<file path="config.mk">
export PLATFORM = sky130hd
export DESIGN_NAME = countone_udiv_seq_32ns_16ns
export DESIGN_NICKNAME = d
export VERILOG_FILES = /design/src/rtl/countone_udiv_seq_32ns_16ns.sv
export SDC_FILE = /design/constraint.sdc
export NUM_CORES = 1
export LEC_CHECK = 0
export BUFFER_PORTS_ARGS = -buffer_cell sky130_fd_sc_hd__buf_2
export CORE_ASPECT_RATIO = 1.5
export CORE_UTILIZATION = 46
export CTS_CLUSTER_DIAMETER = 150
export DETAILED_ROUTE_END_ITERATION = 7
export PLACE_DENSITY = 0.79
export SYNTH_ARGS = -nofsm -noshare
export SYNTH_HDL_FRONTEND = slang
export SYNTH_SLANG_ARGS = --single-unit
</file>
<file path="constraint.sdc">
create_clock -name clk -period 4.5 [get_ports clk]
set_clock_uncertainty 0.1 [all_clocks]
set_input_delay 0.675 -clock clk [delete_from_list [all_inputs] [get_ports clk]]
set_output_delay 0.675 -clock clk [all_outputs]
set_load 0.02 [all_outputs]
</file>
<file path="src/rtl/countone_udiv_seq_32ns_16ns.sv">
`default_nettype none
// ============================================================================
// Module  : countone_udiv_seq_32ns_16ns
// Brief   : Iterative restoring radix-2 unsigned divider, one quotient bit
//           per ce-enabled cycle, start/done handshake.
// Revision: 1.0
// ============================================================================
module countone_udiv_seq_32ns_16ns #(
  parameter int DIVIDEND_WIDTH = 32,
  parameter int DIVISOR_WIDTH  = 16
) (
  input  logic                      clk,
  input  logic                      reset,
  input  logic                      ce,
  input  logic                      start,
  input  logic [DIVIDEND_WIDTH-1:0] dividend,
  input  logic [DIVISOR_WIDTH-1:0]  divisor,
  output logic                      ready,
  output logic                      done,
  output logic [DIVIDEND_WIDTH-1:0] quotient,
  output logic [DIVISOR_WIDTH-1:0]  remainder,
  output logic                      div_by_zero
);

  localparam int CNT_W = $clog2(DIVIDEND_WIDTH + 1);
  localparam logic [CNT_W-1:0] c_cnt_load = CNT_W'(DIVIDEND_WIDTH);
  localparam logic [CNT_W-1:0] c_cnt_last = CNT_W'(1);

  typedef enum logic [1:0] {
    S_IDLE = 2'd0,
    S_CALC = 2'd1,
    S_FIN  = 2'd2
  } state_t;

  state_t                    r_state;
  state_t                    w_state_next;
  logic [CNT_W-1:0]          r_cnt;
  logic [DIVIDEND_WIDTH-1:0] r_dvd;
  logic [DIVISOR_WIDTH-1:0]  r_dvs;
  logic [DIVISOR_WIDTH:0]    r_rem;
  logic [DIVIDEND_WIDTH-1:0] r_quotient;
  logic [DIVISOR_WIDTH-1:0]  r_remainder;
  logic                      r_dbz;

  logic [DIVISOR_WIDTH:0]    w_shift;
  logic [DIVISOR_WIDTH:0]    w_diff;
  logic                      w_ge;
  logic [DIVISOR_WIDTH:0]    w_rem_next;
  logic [DIVIDEND_WIDTH-1:0] w_dvd_next;

  // One restoring step; r_dvd doubles as the quotient shift register, so after
  // the last step it holds the full quotient. A zero divisor naturally yields
  // all-ones quotient and the low dividend bits as remainder.
  always_comb begin
    w_shift    = {r_rem[DIVISOR_WIDTH-1:0], r_dvd[DIVIDEND_WIDTH-1]};
    w_diff     = w_shift - {1'b0, r_dvs};
    w_ge       = (w_shift >= {1'b0, r_dvs});
    w_rem_next = w_ge ? w_diff : w_shift;
    w_dvd_next = {r_dvd[DIVIDEND_WIDTH-2:0], w_ge};
  end

  always_ff @(posedge clk or posedge reset) begin
    if (reset) begin
      r_state <= S_IDLE;
    end else if (ce) begin
      r_state <= w_state_next;
    end
  end

  always_comb begin
    w_state_next = r_state;
    case (r_state)
      S_IDLE:  if (start) w_state_next = S_CALC;
      S_CALC:  if (r_cnt == c_cnt_last) w_state_next = S_FIN;
      S_FIN:   w_state_next = S_IDLE;
      default: w_state_next = S_IDLE;
    endcase
  end

  always_ff @(posedge clk or posedge reset) begin
    if (reset) begin
      r_cnt       <= '0;
      r_dvd       <= '0;
      r_dvs       <= '0;
      r_rem       <= '0;
      r_quotient  <= '0;
      r_remainder <= '0;
      r_dbz       <= 1'b0;
    end else if (ce) begin
      if (r_state == S_IDLE && start) begin
        r_dvd <= dividend;
        r_dvs <= divisor;
        r_rem <= '0;
        r_cnt <= c_cnt_load;
      end else if (r_state == S_CALC) begin
        r_dvd <= w_dvd_next;
        r_rem <= w_rem_next;
        r_cnt <= r_cnt - c_cnt_last;
        // Results publish on the edge that enters FIN, so they are valid with done.
        if (r_cnt == c_cnt_last) begin
          r_quotient  <= w_dvd_next;
          r_remainder <= w_rem_next[DIVISOR_WIDTH-1:0];
          r_dbz       <= (r_dvs == '0);
        end
      end
    end
  end

  assign ready       = (r_state == S_IDLE);
  assign done        = (r_state == S_FIN);
  assign quotient    = r_quotient;
  assign remainder   = r_remainder;
  assign div_by_zero = r_dbz;

endmodule
`default_nettype wire
</file>
==> flow_summary.toml <==
[global_route]
grt_pass1_vias = 4696
grt_overflow_total = 0
antenna_found_initial = 0
grtUsageTotal = 0.2207
grt_start_max_net_pins = 53
grt_pass1_wl_um = 22370

[clock_tree]
clock_latency_ns = 0.41
htreeDepth = 4
cts_buffers = 17
cts_tree = "yes"
cts_hold_buf = 0
ctsResizeCount = 0
cts_root_buffer = "clkbuf_16"
clk_path_buf_depth = 2
clock-sinks = 121
cts_setup_buffers = 0
clk_pin_slew_worst_paths_ns = 0.06

[die]
die_width_um = 93.34
start_util = 0.4766
io_pins = 103
coreArea_mm2 = 0.01208
die_area_mm2 = 0.01298
rows = 49
die_h_um = 139.0

[synthesis]
synth.top_cell.area_share = 0.5260
synth_edf_count = 0
async_flop_share = 1.000
synth_flop_cell = "dfrtp_1"
synthMuxAreaShare = 0.08520
synth.most_common_cell = "dfrtp_1"
ys_seq_area_frac = 0.5260
syn_nets = 636
synth_area_leaders = "dfrtp_1 (53%), mux2_2 (6.3%), nand2_1 (6.3%), ha_1 (3.9%), o21ai_0 (3.8%)"
synth_top_family_by_area = "compound AO/OA/AOI/OAI gates"
synthAdderAreaFrac = 0.04260
yosysWarnings = 0
avgSynthCellArea_um2 = 10.19
synth.distinct_cells = 54
synth-compound-area-share = 0.1404
ys_ff_latch = 121
netlist_area_mm2 = 0.005757
synthCells = 565
synth_top_area_cell = "dfrtp_1"
synth_commonest_cells = "dfrtp_1 (121), nand2_1 (96), nor2_1 (50)"
synth-xor-area-share = 0.02586
yosys.area_share.simple = 0.1337

[sta]
rsz0062_at_grt = "false"
fin_ws_ns = 1.609
finalSetupTns_ns = 0
period_share = 0.6424
final.min_clock_period_ns = 2.891
slew_violations = 0
final-hold-violation-count = 0
fmax_mhz = 345.9
finalSetupViolCount = 0
tightest_slew_ns = 0.8583
whs_ns = 0.2504
slew_headroom = 0.4264

[finish]
nets = 735
nFillCells = 999
area_growth_pct = 20.86
fin_area_mm2 = 0.006958
diodes = 0
drive_gt1_frac = 0.2747

[pwr]
power.leakage_nw = 3.481
p_per_area_mw_per_mm2 = 863.5
total_power_mw = 6.008
peakVddDrop_mv = 0.4012

[setup_path]
path_common_cell = "o21ai_0"
cp.arrival_ns = 3.10
rr_startpoint = "r_dvs[6]"
endpoint_kind = "flop"
critPathRequiredTime_ns = 4.71
path_delay_family = "compound AO/OA/AOI/OAI gates"
critical-path-max-stage-delay_ns = 0.66
slowest_stage = "o21ai_4"
crit_chain = "inv_1 -> ha_1 -> a21oi_4 -> o21ai_0 -> nand2b_1 -> nand3_2 -> o21ai_4 -> mux2_2 -> o21ai_0"
cp_num_buf_inv = 1
start_kind = "flop"
cp_max_fo = 18
cp-startpoint = "r_dvs[6]"
critPathKind = "reg -> reg"

[place]
hpwl_um = 9730
io_buffers = 102
dpl_cell_area_mm2 = 0.006339
dpl_worst_slack_ns = 1.293
gp_congestion = 0.8734

[status]
status = "completed"

[run]
cap_violations = 0

[routing]
routed_wl_um = 13570
vias = 4476
wire_per_inst_um = 16.35
avgViaCountPerCell = 5.393
drt-initial-drc-count = 175
first_pass_iters = 5
ant_nets = 0
drc = 0

[min_path]
min_path_type = "in -> async"
==> report_power, final <==
group	internal, mW	switching, mW	total, mW
sequential	1.55	0.322	1.87
combinational	1.07	1.66	2.73
clock	0.904	0.507	1.41
==> stage by stage <==
step | std cells | utilization
2_1_floorplan | 565 | -
6_report | 830 | 0.5761
3_3_place_gp | 798 | 0.5248
3_5_place_dp | 798 | 0.5248
4_1_cts | 830 | 0.5761
5_1_grt | 830 | 0.5761
==> final timing paths <==
| kind | end | slack [ns] | cells after the start |
|---|---|---|---|
| setup / recovery | r_rem[0] | 1.61 | 9 |
| hold / removal | quotient[13] | 0.25 | 2 |
| setup reg to reg | r_rem[0] | 1.61 | 9 |
| hold reg to reg | remainder[12] | 0.38 | 2 |
| max in group asynchronous | r_dvd[27] | 3.09 | 3 |
| min in group clk | r_dvs[6] | 0.37 | 3 |
==> per-layer routing <==
layer,vias up,GRT usage,wire (um)
met3,16,0.06469,772
li1,2153,-,-
met2,122,0.3878,7321
met1,2185,0.2529,5295
met5,-,0,0
met4,0,0.07449,178
==> flip-flops by register name, indices dropped and copies added (netlist names) <==
| register | cells |
|---|---|
| r_dvs | 16 |
| quotient | 32 |
| div_by_zero | 1 |
| r_dvd | 32 |
| r_state | 2 |
| remainder | 16 |
| r_cnt | 6 |
| r_rem | 16 |
==> final cells by class <==
class	instances	area [um2]	area share
Timing Repair Buffer	109	563.0	0.08092
Clock inverter	13	166.4	0.02392
Inverter	23	88.84	0.01277
Clock buffer	19	452.9	0.06510
Multi-Input combinational cell	392	2467	0.3546
Sequential cell	121	3028	0.4352
Tap cell	153	191.4	0.02751
==> worst reg2reg max path, delay by kind of cell, from the launching register on <==
kind / cells / cell delay [ns]
AO/OA/AOI/OAI: 4 / 1.17
adder cells (fa/ha/maj): 1 / 0.43
buffers and inverters: 1 / 0.09
flip-flops: 1 / 0.36
multiplexers: 1 / 0.43
AND/OR/NAND/NOR: 2 / 0.22
==> layout by cell type, fill, tap and decap left out, types with 3 or more instances in the layout <==
cell type,synthesis,final
a21o_1,5,5
a21oi_1,14,14
a22oi_1,14,14
buf_2,6,102
buf_4,0,7
bufinv_16,0,3
clkbuf_16,0,17
clkinvlp_4,0,3
dfrtp_1,121,121
ha_1,18,18
inv_1,23,22
inv_6,0,3
mux2_2,32,32
mux2i_1,13,13
nand2_1,96,95
nand2b_1,4,4
nand3_1,5,5
nand4_1,6,6
nor2_1,50,49
nor4_1,6,6
o21ai_0,44,44
o21ai_1,14,14
o22ai_1,20,20
xnor2_1,7,7
xor2_1,10,10
==> logic make-up (layout without fill, tap and decap cells) <==
family / Yosys count / in the layout
mux: 45 / 45
simple gates: 181 / 181
buf+inv: 52 / 164
flops: 121 / 121
fa+ha+maj: 19 / 19
compound gates: 130 / 130
xor+xnor: 17 / 17
No activity file was read; power rests on OpenSTA's default activity.
